--- config.mk ---
export PLATFORM = sky130hd
export DESIGN_NAME = line_buffer_3x3
export DESIGN_NICKNAME = d
export VERILOG_FILES = /design/src/rtl/line_buffer_3x3.sv
export SDC_FILE = /design/constraint.sdc
export NUM_CORES = 1
export LEC_CHECK = 0
export CAP_MARGIN = 20
export CORE_MARGIN = 3
export CORE_UTILIZATION = 55
export CTS_BUF_LIST = sky130_fd_sc_hd__clkbuf_4 sky130_fd_sc_hd__clkbuf_8 sky130_fd_sc_hd__clkbuf_16
export DETAILED_ROUTE_END_ITERATION = 10
export GPL_ROUTABILITY_DRIVEN = 0
export PLACE_DENSITY = 0.83
export SETUP_SLACK_MARGIN = 0.02
export SYNTH_ARGS = -nofsm -noshare
export SYNTH_HDL_FRONTEND = slang
export SYNTH_SLANG_ARGS = --single-unit
--- constraint.sdc ---
create_clock -name clk -period 6.91 [get_ports clk]
set_input_delay 1.382 -clock clk [delete_from_list [all_inputs] [get_ports clk]]
set_output_delay 1.382 -clock clk [all_outputs]
set_load 0.02 [all_outputs]
--- src/rtl/line_buffer_3x3.sv ---
// Line buffer feeding the 3x3 window stage: two circular line memories give
// rows y-2, y-1 alongside the current pixel. Optional top zero padding: LB_ZERO_PAD_EN.
module line_buffer_3x3 #(
  parameter int unsigned DATA_WIDTH = 8,
  parameter int unsigned WIDTH      = 10,
  parameter int unsigned HEIGHT     = 8
) (
  input  logic                       clk,
  input  logic                       rst_n,
  input  logic                       in_valid,
  input  logic [DATA_WIDTH-1:0]      pix_in,
  output logic                       out_valid,
  output logic [DATA_WIDTH-1:0]      pix_curr,
  output logic [DATA_WIDTH-1:0]      pix_m1,
  output logic [DATA_WIDTH-1:0]      pix_m2,
  output logic [$clog2(WIDTH)-1:0]   out_col,
  output logic [$clog2(HEIGHT)-1:0]  out_row,
  output logic                       frame_done
);

  localparam int unsigned CW = $clog2(WIDTH);
  localparam int unsigned RW = $clog2(HEIGHT);

  logic [CW-1:0]         col_q, col_d;
  logic [RW-1:0]         row_q, row_d;
  logic                  ov_q, ov_d;
  logic                  fd_q, fd_d;
  logic [DATA_WIDTH-1:0] curr_q, m1_q, m2_q;
  logic [DATA_WIDTH-1:0] m1_d, m2_d;
  logic [CW-1:0]         ocol_q;
  logic [RW-1:0]         orow_q;
  logic [DATA_WIDTH-1:0] rd_a, rd_b;

  // lineA holds row y-1, lineB holds row y-2; contents are never reset.
  logic [DATA_WIDTH-1:0] line_a_q [WIDTH];
  logic [DATA_WIDTH-1:0] line_b_q [WIDTH];

  always_comb begin
    rd_a = line_a_q[col_q];
    rd_b = line_b_q[col_q];
  end

  always_comb begin
    col_d = col_q;
    row_d = row_q;
    if (in_valid) begin
      if (col_q == CW'(WIDTH - 1)) begin
        col_d = '0;
        row_d = (row_q == RW'(HEIGHT - 1)) ? '0 : row_q + 1'b1;
      end else begin
        col_d = col_q + 1'b1;
      end
    end
  end

  always_comb begin
`ifdef LB_ZERO_PAD_EN
    ov_d = in_valid;
    m2_d = (row_q < RW'(2)) ? '0 : rd_b;
    m1_d = (row_q == '0)    ? '0 : rd_a;
`else
    ov_d = in_valid && (row_q >= RW'(2));
    m2_d = rd_b;
    m1_d = rd_a;
`endif
    fd_d = ov_d && (row_q == RW'(HEIGHT - 1)) && (col_q == CW'(WIDTH - 1));
  end

  // Read-before-write: the comb reads above see the pre-edge contents.
  always_ff @(posedge clk) begin
    if (in_valid) begin
      line_b_q[col_q] <= line_a_q[col_q];
      line_a_q[col_q] <= pix_in;
    end
  end

  always_ff @(posedge clk or negedge rst_n) begin
    if (!rst_n) begin
      col_q  <= '0;
      row_q  <= '0;
      ov_q   <= 1'b0;
      fd_q   <= 1'b0;
      curr_q <= '0;
      m1_q   <= '0;
      m2_q   <= '0;
      ocol_q <= '0;
      orow_q <= '0;
    end else begin
      col_q <= col_d;
      row_q <= row_d;
      ov_q  <= ov_d;
      fd_q  <= fd_d;
      if (in_valid) begin
        curr_q <= pix_in;
        m1_q   <= m1_d;
        m2_q   <= m2_d;
        ocol_q <= col_q;
        orow_q <= row_q;
      end
    end
  end

  assign out_valid  = ov_q;
  assign frame_done = fd_q;
  assign pix_curr   = curr_q;
  assign pix_m1     = m1_q;
  assign pix_m2     = m2_q;
  assign out_col    = ocol_q;
  assign out_row    = orow_q;

endmodule

==> flow_summary_export.csv, run 1 <==
group,metric,value,unit
clock_network,cts_buffers,17,
logic_synthesis,synth-async-reset-ratio,20.00,%
logic_synthesis,synthCells,440,
clock_network,cts.htree.levels,4,
clock_network,clkTransAtPathRegs,60,ps
critical_path,slowest_stage,"nor2b_1",
final_layout,final_cell_count_no_fill,683,
sta,maxSlewViolCount,0,
detailed_routing,drt-pass1-iter-count,5,
detailed_routing,routed_wirelength,15560,µm
place,port_buffers,43,
final_layout,syn_to_final_growth,14.64,%
global_routing,grt_max_degree,61,
place,dpl.hpwl,9478,µm
sta,tns,0,ps
final_layout,drive_above_1_share,22.07,%
critical_path,cp_num_buf_inv,3,
clock_network,cts_buffer_depth,2,
critical_path,max_stage_delay,580,ps
final_layout,layout_common_cells,"160 x edfxtp_1, 41 x clkdlybuf4s50_1, 38 x dfrtp_1, 34 x mux2_2, 24 x mux2i_1",
critical_path,crit_type,"input pin to flop",
place,place_inst,650,
floorplanning,die_w,125.7,µm
logic_synthesis,synth_edf_count,160,
logic_synthesis,synth_ff_type,"edfxtp_1",
logic_synthesis,yosys_register_bits,200,
sta,setup_viol,0,
detailed_routing,detail-route-antenna-nets,0,
final_layout,num_antenna_cells,0,
power_and_ir_drop,p_leak,3.204,nW
detailed_routing,wire_per_inst,22.78,µm
power_and_ir_drop,peakVddDrop,0.2726,mV
final_layout,post-route-util,64.78,%
status,status,"completed",
floorplanning,io_pins,44,
critical_path,cp_top_family,"simple AND/OR/NAND/NOR gates",
detailed_routing,vias,4092,
global_routing,grt_pass1_vias,4173,
logic_synthesis,synthDistinctLibCells,40,
sta,tightest_slew,1009,ps
logic_synthesis,yosys_warnings,0,
global_routing,grt_use_total,20.37,%
critical_path,required,7040,ps
detailed_routing,vias_per_cell,5.991,
clock_network,insertion_delay,430,ps
clock_network,cts_tree,"built",
min_path,hold_path.class,"flop to flop",
global_routing,grt_overflow,0,
logic_synthesis,synth_area,7874,µm²
sta,fin_crit,3429,ps
place,dp_slack,2708,ps
logic_synthesis,syn_nets,454,
run,drv_cap,0,
critical_path,crit_path_max_fanout,48,
critical_path,crit_arrival,3560,ps
sta,hold_viol,0,
logic_synthesis,postSynthAreaPerCell,17.90,µm²
global_routing,grt_first_pass_wirelength,24090,µm
floorplanning,rows,43,
critical_path,end_kind,"flop",
final_layout,final_common_cell,"edfxtp_1",
global_routing,antenna_found_initial,0,
clock_network,clockRootBuffer,"clkbuf_16",
final_layout,nets,504,
clock_network,post_cts_resized,0,
detailed_routing,drc,0,
clock_network,clock-sinks,200,
floorplanning,design.core.area,13930,µm²
sta,period_share,49.62,%
sta,fin_skew,10.39,ps
sta,worst_slack,3481,ps
critical_path,worst_setup_path_start_kind,"input pin",
power_and_ir_drop,powerDensity,442.0,nW/µm²
floorplanning,die_h,125.7,µm
floorplanning,dieArea,15790,µm²
critical_path,crit_chain,"buf_2 > buf_4 > nor2b_1 > nand2_1 > nor3_2 > buf_6",
sta,rsz0062_at_grt,"false",
clock_network,cts_setup_buffers,0,
detailed_routing,dr.first_iter.drc_count,356,
sta,whs,506.5,ps
logic_synthesis,ys_seq_area_share,73.73,%
sta,max_freq,0.2916,GHz
sta,slew_headroom,32.67,%
clock_network,holdBufCountCts,0,
floorplanning,initial_core_util,56.51,%
## synthesized netlist by cell type, types with 2 or more instances
cell type | number | share of area (%)
edfxtp_1 | 160 | 61
mux2_2 | 34 | 4.9
nand2b_1 | 10 | 0.79
o21ai_0 | 5 | 0.32
a31o_2 | 6 | 0.67
nand3b_1 | 2 | 0.19
nor2b_1 | 4 | 0.32
a41oi_1 | 8 | 0.89
mux4_2 | 12 | 3.4
nor2_1 | 16 | 0.76
mux2_4 | 5 | 0.95
mux2i_1 | 24 | 3.1
buf_4 | 3 | 0.29
inv_1 | 11 | 0.52
clkbuf_1 | 5 | 0.24
mux4_1 | 4 | 1.3
buf_1 | 2 | 0.095
a22oi_1 | 14 | 1.3
nand2_1 | 23 | 1.1
nor2_2 | 2 | 0.16
buf_6 | 6 | 0.86
nand3_1 | 9 | 0.57
dfrtp_1 | 40 | 13
o22ai_1 | 8 | 0.64
nor3_1 | 4 | 0.25
ha_1 | 3 | 0.48
buf_2 | 7 | 0.44
## state kept, by name, summed over array words and instances (netlist names)
| register | count |
|---|---|
| frame_done | 1 |
| out_col | 4 |
| pix_m2 | 8 |
| pix_m1 | 8 |
| line_b_q | 80 |
| out_valid | 1 |
| line_a_q | 80 |
| out_row | 3 |
| col_q | 4 |
| row_q | 3 |
| pix_curr | 8 |
## path summary, 6_finish.rpt
kind | from | endpoint | slack [ps] | cells past startpoint
hold / removal | pix_curr[4] | pix_curr[4] | 510 | 1
min in group asynchronous | rst_n | pix_m2[3] | 1120 | 1
setup / recovery | in_valid | line_a_q[4][4] | 3480 | 6
max in group asynchronous | rst_n | col_q[0] | 5120 | 1
hold reg to reg | pix_curr[4] | pix_curr[4] | 510 | 1
setup reg to reg | col_q[2] | line_a_q[0][3] | 4190 | 4
## final cells by class
cell class                      count  area [µm²]
Sequential cell                   200        5808
Fill cell                         902        4908
Multi-Input combinational cell    205        1876
Timing Repair Buffer               55       518.0
Clock buffer                       20       454.2
Tap cell                          180       225.2
Clock inverter                     12       103.9
Inverter                           11       41.29
## per-stage QoR
step	power, mW	area, µm²
2_1_floorplan	2.644	7874
3_3_place_gp	3.037	8446
3_5_place_dp	3.082	8457
4_1_cts	4.008	9015
5_1_grt	4.161	9026
6_report	3.990	9026
## power breakdown
part | total, mW | switching (mW) | internal (mW)
sequential | 1.79 | 0.122 | 1.67
combinational | 1.27 | 0.761 | 0.512
clock | 0.923 | 0.411 | 0.512
## kinds of logic after synthesis
family | count (synthesis) | share of synthesized area, %
AO/OA/AOI/OAI | 48 | 4.672
XOR/XNOR | 2 | 0.2225
adder cells (fa/ha/maj) | 3 | 0.4768
buffers and inverters | 35 | 2.638
flip-flops | 200 | 73.73
multiplexers | 79 | 13.63
AND/OR/NAND/NOR | 73 | 4.624
## metal layers
layer | up-vias | global-route usage, % | share of wire (%)
li1 | 1814 | - | -
met5 | - | 0 | 0
met2 | 170 | 33.98 | 52
met3 | 29 | 4.029 | 6.2
met1 | 2079 | 26.82 | 39
met4 | 0 | 7.844 | 2.1
## worst register-to-register path, cell delays in order, from the launching register on
cell,delay (ps)
dfrtp_1,710
nor2_2,530
nand2_1,200
nor3_2,680
buf_4,310
Power figures use the tool's default switching activity.
==> inputs of run 2 (changes only) <==
==> constraint.sdc (replaced) <==
create_clock -name clk -period 3.6 [get_ports clk]
set_input_delay 0.72 -clock clk [delete_from_list [all_inputs] [get_ports clk]]
set_output_delay 0.72 -clock clk [all_outputs]
set_load 0.02 [all_outputs]
==> flow_summary_export.csv, run 2 (synthesis results as in run 1) <==
group,metric,value,unit
sta,slew_headroom,38.58,%
critical_path,crit_type,"flop to flop",
detailed_routing,drt-pass1-iter-count,4,
sta,maxSlewViolCount,0,
detailed_routing,routed_wirelength,16140,µm
global_routing,grt_use_total,21.17,%
final_layout,regArea,5808,µm²
clock_network,clockRootBuffer,"clkbuf_16",
clock_network,holdBufCountCts,0,
final_layout,final_common_cell,"edfxtp_1",
sta,tns,0,ps
sta,hold_viol,0,
floorplanning,initial_core_util,56.51,%
final_layout,final_cell_count_no_fill,690,
final_layout,multi_input_area,1876,µm²
detailed_routing,drc,0,
floorplanning,die_h,125.7,µm
critical_path,max_stage_delay,960,ps
clock_network,cts_tree,"built",
detailed_routing,detail-route-antenna-nets,0,
global_routing,grt_first_pass_wirelength,24790,µm
sta,fin_skew,8.145,ps
final_layout,nets,511,
global_routing,grt_pass1_vias,4333,
detailed_routing,vias,4183,
place,place_inst,657,
floorplanning,design.core.area,13930,µm²
detailed_routing,vias_per_cell,6.062,
sta,tightest_slew,921.3,ps
critical_path,r2r_start,"col_q[1]",
clock_network,clock-sinks,200,
min_path,hold_path.class,"input pin to asynchronous set/reset pin",
place,port_buffers,43,
final_layout,reg_top3,"line_a_q (80), line_b_q (80)",
clock_network,clkTransAtPathRegs,60,ps
final_layout,drive_above_1_share,22.55,%
critical_path,slowest_stage,"dfrtp_2",
global_routing,antenna_found_initial,0,
floorplanning,dieArea,15790,µm²
critical_path,r2r_cells,4,
critical_path,reg2reg_slack,960,ps
critical_path,regToRegEndpoint,"pix_m2[0]",
global_routing,grt_max_degree,41,
clock_network,cts_buffers,17,
critical_path,worst_setup_path_start_kind,"flop",
sta,max_freq,0.3787,GHz
final_layout,num_antenna_cells,0,
sta,setup_viol,0,
power_and_ir_drop,powerDensity,838.7,nW/µm²
critical_path,crit_path_max_fanout,37,
final_layout,layout_common_cells,"160 x edfxtp_1, 41 x clkdlybuf4s50_1, 38 x dfrtp_1, 34 x mux2_2, 24 x mux2i_1",
sta,rsz0062_at_grt,"false",
final_layout,syn_to_final_growth,14.94,%
global_routing,grt_overflow,0,
critical_path,end_kind,"flop",
final_layout,post-route-util,64.95,%
detailed_routing,wire_per_inst,23.39,µm
place,dpl.hpwl,10320,µm
sta,period_share,73.35,%
floorplanning,io_pins,44,
sta,fin_crit,2641,ps
clock_network,insertion_delay,440,ps
clock_network,cts_buffer_depth,2,
detailed_routing,dr.first_iter.drc_count,394,
power_and_ir_drop,p_leak,3.238,nW
floorplanning,die_w,125.7,µm
status,status,"completed",
clock_network,post_cts_resized,0,
final_layout,fillerInstances,957,
clock_network,cts.htree.levels,4,
critical_path,crit_arrival,2960,ps
clock_network,cts_setup_buffers,0,
critical_path,crit_chain,"buf_4 > mux4_1 > nand2b_1 > a31o_2",
power_and_ir_drop,peakVddDrop,0.4999,mV
run,drv_cap,0,
critical_path,required,3920,ps
floorplanning,rows,43,
-- run 2: changes by cell type in the layout (fill, tap and decap cells not counted), sizes merged --
cell | previous run | this run
clkbuf | 20 | 26
clkinv | 9 | 6
bufinv | 1 | 0
clkinvlp | 2 | 0
buf | 14 | 21
-- run 2: cell type report --
| type | instances | area share (%) |
|---|---|---|
| Tap cell | 180 | 2.489 |
| Clock inverter | 6 | 0.2765 |
| Multi-Input combinational cell | 205 | 20.72 |
| Timing Repair Buffer | 62 | 6.360 |
| Sequential cell | 200 | 64.18 |
| Inverter | 11 | 0.4562 |
| Clock buffer | 26 | 5.516 |
-- run 2: layer usage --
layer  vias up  track usage (%)  wire length [µm]  part of all wire, %
met4         0            6.888               367                  2.3
met2       164            35.56              8237                   51
met1      2163            27.63              6528                   40
met5         -                0                 0                    0
li1       1827                -                 -                    -
met3        29            5.004              1004                  6.2
-- run 2: how the worst max path moves through the flow --
stage                  start              to  slack (ps)  depth (start not counted)
floorplan           in_valid  line_a_q[0][0]         730                          4
global placement    col_q[2]  line_b_q[0][4]        1040                          4
detailed placement  col_q[2]  line_b_q[0][2]         990                          4
CTS                 col_q[1]       pix_m2[0]         970                          4
global route        col_q[1]  line_b_q[9][3]         830                          4
finish              col_q[1]       pix_m2[0]         960                          4
-- run 2: critical path, delay by kind of cell, from the launching register on --
kind                   cells  cell delay (ps)
AO/OA/AOI/OAI              1              230
buffers and inverters      1              520
flip-flops                 1              960
multiplexers               1              630
AND/OR/NAND/NOR            1              160
-- run 2: per-stage QoR --
step / hold slack, ps / instance area (µm²) / setup slack (ps) / total power, mW
2_1_floorplan: 424.4 / 7874 / 731.5 / 5.075
3_3_place_gp: 491.5 / 8506 / 1036 / 5.807
3_5_place_dp: 495.3 / 8506 / 991.8 / 5.931
4_1_cts: 504.2 / 9030 / 969.7 / 7.621
5_1_grt: 108.5 / 9050 / 826.9 / 7.914
6_report: 116.0 / 9050 / 959.4 / 7.590
-- run 2: report_power, final --
group          internal, mW  leakage, nW  total (mW)  switching [mW]
sequential             3.21         1.93        3.60           0.398
combinational         0.993         1.04        2.29            1.29
clock                 0.950        0.268        1.70           0.750
total                  5.15         3.24        7.59            2.44
